### src/rtl/cas_recorder_pkg.sv
// rtl/cas_recorder_pkg.sv - shared cassette types and FSK period limits (recorder and player)
package cas_pkg;

    typedef enum logic [1:0] {
        ST_IDLE = 2'd0,
        ST_ARM  = 2'd1,
        ST_RUN  = 2'd2,
        ST_FULL = 2'd3
    } cas_state_e;

    localparam int FSK_ZERO_HZ = 1200;
    localparam int FSK_ONE_HZ  = 2400;

    // Shortest credible period: 1.5x the "1" tone frequency
    function automatic int min_cyc(input int clk_hz);
        return clk_hz / (FSK_ONE_HZ * 3 / 2);
    endfunction

    // Boundary between the two tones, geometric-ish midpoint
    function automatic int split_cyc(input int clk_hz);
        return clk_hz / (FSK_ZERO_HZ * 4 / 3);
    endfunction

    // Anything slower than 2/3 of the "0" tone is a gap
    function automatic int max_cyc(input int clk_hz);
        return clk_hz / (FSK_ZERO_HZ * 2 / 3);
    endfunction

endpackage

### src/rtl/cas_recorder_if.sv
// rtl/cas_recorder_if.sv - tape SRAM write port
interface cas_recorder_if;
    logic [15:0] wr_addr;
    logic [7:0]  wr_data;
    logic        wr_en;

    modport master (output wr_addr, output wr_data, output wr_en);
    modport slave  (input  wr_addr, input  wr_data, input  wr_en);
endinterface

### src/rtl/cas_recorder_meter.sv
// rtl/cas_recorder_meter.sv - Schmitt comparator, rising-edge detect and period classifier
module fsk_period_meter #(
    parameter logic [5:0]  HI_LVL  = 6'd40,
    parameter logic [5:0]  LO_LVL  = 6'd24,
    parameter logic [16:0] MIN_L   = 17'd13888,
    parameter logic [16:0] SPLIT_L = 17'd31250,
    parameter logic [16:0] MAX_L   = 17'd62500
) (
    input  logic       clk,
    input  logic       reset_n,
    input  logic       run_i,
    input  logic [5:0] dac_i,
    output logic       rise_o,
    output logic       bit_valid_o,
    output logic       bit_val_o,
    output logic       gap_o,
    output logic       timeout_o
);

    logic        lvl_q, lvl_d;
    logic        lvl_prev_q;
    logic [16:0] cnt_q, cnt_d;
    logic        rise, accept;

    always_comb begin
        lvl_d = lvl_q;
        if (dac_i >= HI_LVL)
            lvl_d = 1'b1;
        else if (dac_i <= LO_LVL)
            lvl_d = 1'b0;
    end

    assign rise   = lvl_q & ~lvl_prev_q;
    // Outside RUN every edge is a fresh reference; inside RUN short ones are glitches
    assign accept = rise & (~run_i | (cnt_q >= MIN_L));

    always_comb begin
        cnt_d = cnt_q;
        if (accept)
            cnt_d = 17'd0;
        else if (cnt_q != '1)
            cnt_d = cnt_q + 17'd1;
    end

    assign rise_o      = accept & ~run_i;
    assign bit_valid_o = run_i & rise & (cnt_q >= MIN_L) & (cnt_q <= MAX_L);
    assign bit_val_o   = (cnt_q <= SPLIT_L);
    assign gap_o       = run_i & rise & (cnt_q > MAX_L);
    assign timeout_o   = run_i & ~rise & (cnt_q > MAX_L);

    always_ff @(posedge clk) begin
        if (!reset_n) begin
            lvl_q      <= 1'b0;
            lvl_prev_q <= 1'b0;
            cnt_q      <= 17'd0;
        end else begin
            lvl_q      <= lvl_d;
            lvl_prev_q <= lvl_q;
            cnt_q      <= cnt_d;
        end
    end

endmodule

### src/rtl/cas_recorder.sv
// rtl/cas_recorder.sv - FSK cassette capture into tape SRAM as a .CAS byte stream
module cas_recorder
    import cas_pkg::*;
#(
    parameter int         CLK_HZ    = 50_000_000,
    parameter logic [5:0] HI_LVL    = 6'd40,
    parameter logic [5:0] LO_LVL    = 6'd24,
    parameter int         MIN_CYC   = min_cyc(CLK_HZ),
    parameter int         SPLIT_CYC = split_cyc(CLK_HZ),
    parameter int         MAX_CYC   = max_cyc(CLK_HZ)
) (
    input  logic                  clk,
    input  logic                  reset_n,
    input  logic                  en,
    input  logic                  clear,
    input  logic [5:0]            dac,
    cas_recorder_if.master        wr,
    output logic [16:0]           length,
    output logic                  full,
    output logic                  busy
);

    localparam logic [16:0] MIN_L   = 17'(MIN_CYC);
    localparam logic [16:0] SPLIT_L = 17'(SPLIT_CYC);
    localparam logic [16:0] MAX_L   = 17'(MAX_CYC);

    cas_state_e  state_q, state_d;
    logic [6:0]  sh_q, sh_d;
    logic [2:0]  bc_q, bc_d;
    logic [15:0] addr_q, addr_d;
    logic [16:0] len_q, len_d;
    logic        full_q, full_d;
    logic        wr_en_q, wr_en_d;
    logic [7:0]  wr_data_q, wr_data_d;
    logic [7:0]  byte_nxt;

    logic rise, bit_valid, bit_val, gap, timeout;

    fsk_period_meter #(
        .HI_LVL  (HI_LVL),
        .LO_LVL  (LO_LVL),
        .MIN_L   (MIN_L),
        .SPLIT_L (SPLIT_L),
        .MAX_L   (MAX_L)
    ) u_meter (
        .clk         (clk),
        .reset_n     (reset_n),
        .run_i       (state_q == ST_RUN),
        .dac_i       (dac),
        .rise_o      (rise),
        .bit_valid_o (bit_valid),
        .bit_val_o   (bit_val),
        .gap_o       (gap),
        .timeout_o   (timeout)
    );

    always_comb begin
        state_d   = state_q;
        sh_d      = sh_q;
        bc_d      = bc_q;
        addr_d    = addr_q;
        len_d     = len_q;
        full_d    = full_q;
        wr_en_d   = 1'b0;
        wr_data_d = wr_data_q;
        byte_nxt  = {bit_val, sh_q};

        // Address advances the cycle after the strobe so it is stable during the write
        if (wr_en_q)
            addr_d = addr_q + 16'd1;

        case (state_q)
            ST_IDLE: begin
                if (en && !full_q)
                    state_d = ST_ARM;
            end
            ST_ARM: begin
                if (!en) begin
                    state_d = ST_IDLE;
                end else if (rise) begin
                    state_d = ST_RUN;
                    sh_d    = 7'd0;
                    bc_d    = 3'd0;
                end
            end
            ST_RUN: begin
                if (!en || timeout) begin
                    state_d = en ? ST_ARM : ST_IDLE;
                    sh_d    = 7'd0;
                    bc_d    = 3'd0;
                end else if (gap) begin
                    sh_d = 7'd0;
                    bc_d = 3'd0;
                end else if (bit_valid) begin
                    if (bc_q == 3'd7) begin
                        wr_en_d   = 1'b1;
                        wr_data_d = byte_nxt;
                        len_d     = len_q + 17'd1;
                        bc_d      = 3'd0;
                        if (addr_q == 16'hFFFF) begin
                            full_d  = 1'b1;
                            state_d = ST_FULL;
                        end
                    end else begin
                        sh_d = byte_nxt[7:1];
                        bc_d = bc_q + 3'd1;
                    end
                end
            end
            ST_FULL: ;
            default: state_d = ST_IDLE;
        endcase

        // Rewind wins over everything, including a byte completing this cycle
        if (clear) begin
            addr_d  = 16'd0;
            len_d   = 17'd0;
            full_d  = 1'b0;
            sh_d    = 7'd0;
            bc_d    = 3'd0;
            wr_en_d = 1'b0;
            state_d = en ? ST_ARM : ST_IDLE;
        end
    end

    always_ff @(posedge clk) begin
        if (!reset_n) begin
            state_q   <= ST_IDLE;
            sh_q      <= 7'd0;
            bc_q      <= 3'd0;
            addr_q    <= 16'd0;
            len_q     <= 17'd0;
            full_q    <= 1'b0;
            wr_en_q   <= 1'b0;
            wr_data_q <= 8'd0;
        end else begin
            state_q   <= state_d;
            sh_q      <= sh_d;
            bc_q      <= bc_d;
            addr_q    <= addr_d;
            len_q     <= len_d;
            full_q    <= full_d;
            wr_en_q   <= wr_en_d;
            wr_data_q <= wr_data_d;
        end
    end

    assign wr.wr_addr = addr_q;
    assign wr.wr_data = wr_data_q;
    assign wr.wr_en   = wr_en_q;
    assign length     = len_q;
    assign full       = full_q;
    assign busy       = (state_q == ST_ARM) || (state_q == ST_RUN);

endmodule
### src/flat_wrapper.sv
// flat-port wrapper written by rule: the top's interface ports become plain ports
module cas_recorder_flat import cas_pkg::*;
#(
    parameter int         CLK_HZ    = 50_000_000,
    parameter logic [5:0] HI_LVL    = 6'd40,
    parameter logic [5:0] LO_LVL    = 6'd24,
    parameter int         MIN_CYC   = min_cyc(CLK_HZ),
    parameter int         SPLIT_CYC = split_cyc(CLK_HZ),
    parameter int         MAX_CYC   = max_cyc(CLK_HZ)
)
  (clk, reset_n, en, clear, dac, length, full, busy, wr_wr_addr, wr_wr_data, wr_wr_en);
  cas_recorder_if wr_i ();
  input  logic clk;
  input  logic reset_n;
  input  logic en;
  input  logic clear;
  input  logic [5:0] dac;
  output logic [16:0] length;
  output logic full;
  output logic busy;
  output wire logic [$bits(wr_i.wr_addr)-1:0] wr_wr_addr;
  output wire logic [$bits(wr_i.wr_data)-1:0] wr_wr_data;
  output wire logic [$bits(wr_i.wr_en)-1:0] wr_wr_en;
  assign wr_wr_addr = wr_i.wr_addr;
  assign wr_wr_data = wr_i.wr_data;
  assign wr_wr_en = wr_i.wr_en;
  cas_recorder #(.CLK_HZ(CLK_HZ), .HI_LVL(HI_LVL), .LO_LVL(LO_LVL), .MIN_CYC(MIN_CYC), .SPLIT_CYC(SPLIT_CYC), .MAX_CYC(MAX_CYC)) u_core (.clk(clk), .reset_n(reset_n), .en(en), .clear(clear), .dac(dac), .wr(wr_i), .length(length), .full(full), .busy(busy));
endmodule
### config.mk
export PLATFORM = sky130hd
export DESIGN_NAME = cas_recorder_flat
export DESIGN_NICKNAME = d
export VERILOG_FILES = /design/src/rtl/cas_recorder_pkg.sv /design/src/rtl/cas_recorder_if.sv /design/src/rtl/cas_recorder_meter.sv /design/src/rtl/cas_recorder.sv /design/src/flat_wrapper.sv
export SDC_FILE = /design/constraint.sdc
export NUM_CORES = 1
export LEC_CHECK = 0
export ABC_AREA = 1
export BUFFER_PORTS_ARGS = -buffer_cell sky130_fd_sc_hd__buf_2
export CAP_MARGIN = 25
export CELL_PAD_IN_SITES_DETAIL_PLACEMENT = 1
export CELL_PAD_IN_SITES_GLOBAL_PLACEMENT = 1
export CORE_MARGIN = 2
export CORE_UTILIZATION = 29
export DETAILED_ROUTE_END_ITERATION = 16
export MAX_ROUTING_LAYER = met4
export PLACE_DENSITY = 0.65
export SKIP_CTS_REPAIR_TIMING = 1
export SKIP_LAST_GASP = 1
export SYNTH_ARGS = -nofsm -noshare
export SYNTH_HDL_FRONTEND = slang
export SYNTH_SLANG_ARGS = --single-unit
export TNS_END_PERCENT = 5
### constraint.sdc
create_clock -name clk -period 7.17 [get_ports clk]
set_input_delay 1.434 -clock clk [delete_from_list [all_inputs] [get_ports clk]]
set_output_delay 1.434 -clock clk [all_outputs]
set_load 0.02 [all_outputs]
==> impl_metrics.py <==
metrics = {
    "sta": {
        "drv_slew": 0,
        "final_hold_viol_count": 0,
        "hold_ws_ps": 461,
        "worst_pin_slew_ps": 816,
        "fin_crit_sh_pct": 46.4,
        "skew_ps": 7.21,
        "final.setup.tns_ps": 0,
        "slew_headroom_pct": 45.3,
        "rsz0062_at_grt": "no",
        "min_period_ps": 3330,
        "setup_violations": 0,
        "timing.fmax_mhz": 301,
    },
    "die": {
        "rows": 42,
        "core_region_area_um2": 13100,
        "die_height_um": 120,
        "ioPinCount": 54,
        "start_util_pct": 29.4,
        "dieArea_um2": 14300,
        "chipWidth_um": 120,
    },
    "grt": {
        "grt_max_degree": 28,
        "antenna_found_initial": 0,
        "grt_overflow": 0,
        "grt_pass1_vias": 3573,
        "grtUsageTotal_pct": 15.5,
        "grt_pass1_wl_um": 17200,
    },
    "routing": {
        "first_pass_iters": 4,
        "vias": 3711,
        "avgViaCountPerCell": 4.78,
        "drt_iter0_markers": 149,
        "route.detailed.wl_per_inst_um": 13.2,
        "drc": 0,
        "postRouteAntennaNets": 0,
        "drt-total-wl_um": 10300,
    },
    "critical_path": {
        "critPathMaxFanout": 27,
        "cp-startpoint": "reset_n",
        "crit_type": "in -> reg",
        "regToRegSetupSlack_ps": 4520,
        "cpPeakStageDelay_ps": 780,
        "cp_cell_sequence": "buf_2 -> clkinv_1 -> nor2_4 -> clkinv_1 -> nor4_1",
        "cpMostUsedCell": "clkinv_1",
        "cp_data_required_time_ps": 7410,
        "r2r_cells": 17,
        "worst_setup_path_end_kind": "register",
        "slowest_stage": "clkinv_1",
        "timing.rr.end": "u_core.u_meter.cnt_q[15]$_SDFFE_PP0P_",
        "cp_top_family": "buffers and inverters",
        "r2r-start": "u_core.u_meter.cnt_q[1]$_SDFFE_PP0P_",
        "critPathLaunchType": "input port",
        "cp.arrival_ps": 3560,
        "path_buf_inv": 3,
    },
    "cts": {
        "clock-root-buffer": "clkbuf_16",
        "cts_buffer_depth": 2,
        "cts.htree.levels": 3,
        "clkTransAtPathRegs_ps": 60,
        "clk_latency_ps": 340,
        "cts_buffers": 9,
        "cts_tree": "built",
        "clock_sinks": 74,
    },
    "cells_and_area": {
        "drive_gt1_share_pct": 15.1,
        "syn_to_final_growth_pct": 18.6,
        "utilization_pct": 34.9,
        "fillers": 1706,
        "n_antenna_cell": 0,
        "layout.nets": 616,
    },
    "synthesis": {
        "syn_area_um2": 3870,
        "synth_area_per_cell_um2": 7.10,
        "syn_nets": 565,
        "ys.flop_type": "dfxtp_1",
        "synth.most_common_cell": "nand2_1",
        "synth_async_sr_flop_share_pct": 0,
        "yosysWarningCount": 0,
        "ys_seq_area_share_pct": 38.3,
        "ys_ff_latch": 74,
        "synth_cell_types": 36,
        "synth_edf_count": 0,
        "synth_largest_area_cell": "dfxtp_1",
        "synthTopCellsByArea": "dfxtp_1 38%, nand2_1 8.7%, nor2_1 8.1%",
        "synth_common_cells": "90 x nand2_1, 83 x nor2_1, 74 x dfxtp_1",
        "syn_inst": 545,
        "yosys.area.top_type_share_pct": 38.3,
    },
    "power_and_ir_drop": {
        "p_leak_nw": 1.84,
        "pwr-share-seq_pct": 40.5,
        "sw_frac_of_total_pct": 28.4,
        "p_switching_mw": 0.310,
        "vdd.ir_drop.worst_mv": 0.110,
        "clock_power_share_pct": 45.7,
        "comb_power_share_pct": 13.8,
        "power_density_nw_per_um2": 238,
        "p_total_mw": 1.09,
        "intPower_mw": 0.784,
    },
    "run_status": {
        "outcome": "finished clean",
    },
    "min_path": {
        "min_delay_path_depth": 2,
        "hold_class": "reg -> reg",
        "min_from": "u_core.u_meter.lvl_q$_SDFFE_PN0P_",
        "min_to": "u_core.u_meter.lvl_prev_q$_SDFF_PN0_",
    },
    "placement": {
        "io_buffers": 53,
        "gp_congestion": 0.840,
        "hpwl_um": 7680,
    },
    "run": {
        "drv_cap": 0,
    },
}
==> final cells by class <==
| cell class | count | area, um^2 | share of cell area (%) |
|---|---|---|---|
| timing repair buffer | 53 | 265 | 5.78 |
| inverter | 62 | 234 | 5.10 |
| sequential | 74 | 1480 | 32.3 |
| clock inverter | 7 | 101 | 2.21 |
| clock buffer | 9 | 225 | 4.91 |
| multi-input combinational | 396 | 2060 | 44.9 |
| tap | 176 | 220 | 4.80 |
==> worst max path at each step <==
| stage | to | slack (ps) | cells past startpoint |
|---|---|---|---|
| floorplan | u_core.length[10]$_SDFFE_PP0P_ | 4740 | 5 |
| global placement | u_core.wr.wr_en$_SDFF_PP0_ | 3490 | 5 |
| detailed placement | u_core.wr.wr_en$_SDFF_PP0_ | 3420 | 5 |
| CTS | u_core.wr.wr_en$_SDFF_PP0_ | 3770 | 5 |
| global route | u_core.wr.wr_en$_SDFF_PP0_ | 3500 | 5 |
| finish | u_core.wr.wr_en$_SDFF_PP0_ | 3840 | 5 |
==> cells in the final DEF, fill, tap and decap left out, types with 9 or more instances in the layout <==
cell type  Yosys  layout
dfxtp_1       74      74
nor3_1        20      20
nor2_1        83      83
clkbuf_16      0       9
nand4_1       12      12
inv_1         53      53
o21ai_0       19      19
xor2_1        21      21
a21oi_1       45      45
nand3_1       55      55
buf_2          4      53
ha_1          10      10
nand2_1       90      90
==> worst register-to-register path, stage by stage (launching register included) <==
cell	delay, ps
dfxtp_1	370
ha_1	220
inv_1	80
nor3_1	60
inv_1	70
nor3_1	50
ha_1	320
nor2_4	170
nand3_1	100
nor2_1	110
inv_1	70
nor2_2	130
nand3_1	150
nor2_1	190
nand2_1	120
nor2_1	130
xor2_1	160
nor2_1	50
==> sequential cells by signal (all words and copies together) (netlist names) <==
name                       flops
u_core.u_meter.cnt_q          17
u_core.state_q                 2
u_core.wr.wr_en                1
u_core.sh_q                    7
u_core.u_meter.lvl_q           1
u_core.wr.wr_addr             16
u_core.wr.wr_data              8
u_core.full                    1
u_core.length                 17
u_core.bc_q                    3
u_core.u_meter.lvl_prev_q      1
==> power groups by stage <==
stage	combinational [mW]	clock [mW]	sequential, mW
6_report	0.151	0.500	0.443
2_1_floorplan	0.119	0	0.449
3_3_place_gp	0.149	0	0.452
4_1_cts	0.155	0.515	0.443
3_5_place_dp	0.154	0	0.452
5_1_grt	0.175	0.534	0.446
==> per-layer routing <==
metal  part of all wire [%]  vias to the layer above  GRT usage [%]
li1                       -                     1889              -
met1                     48                     1761           19.5
met2                     47                       47           24.7
met3                    2.5                       14           2.71
met4                    1.8                        0           6.18
met5                      0                        -              -
==> through the flow <==
stage / setup WS [ps] / std cells / instance area, um^2
floorplan: 4740 / 545 / 3870
global placement: 3490 / 761 / 4260
detailed placement: 3420 / 761 / 4260
CTS: 3770 / 777 / 4590
global route: 3500 / 777 / 4590
finish: 3840 / 777 / 4590
==> logic make-up after synthesis <==
logic type	share of synthesized area, %
XOR/XNOR	5.43
AND/OR/NAND/NOR	34.1
AO/OA/AOI/OAI	10.6
adder cells (fa/ha/maj)	3.23
flip-flops	38.3
buffers and inverters	8.41
Note: power is estimated with default switching activity, not from simulation.
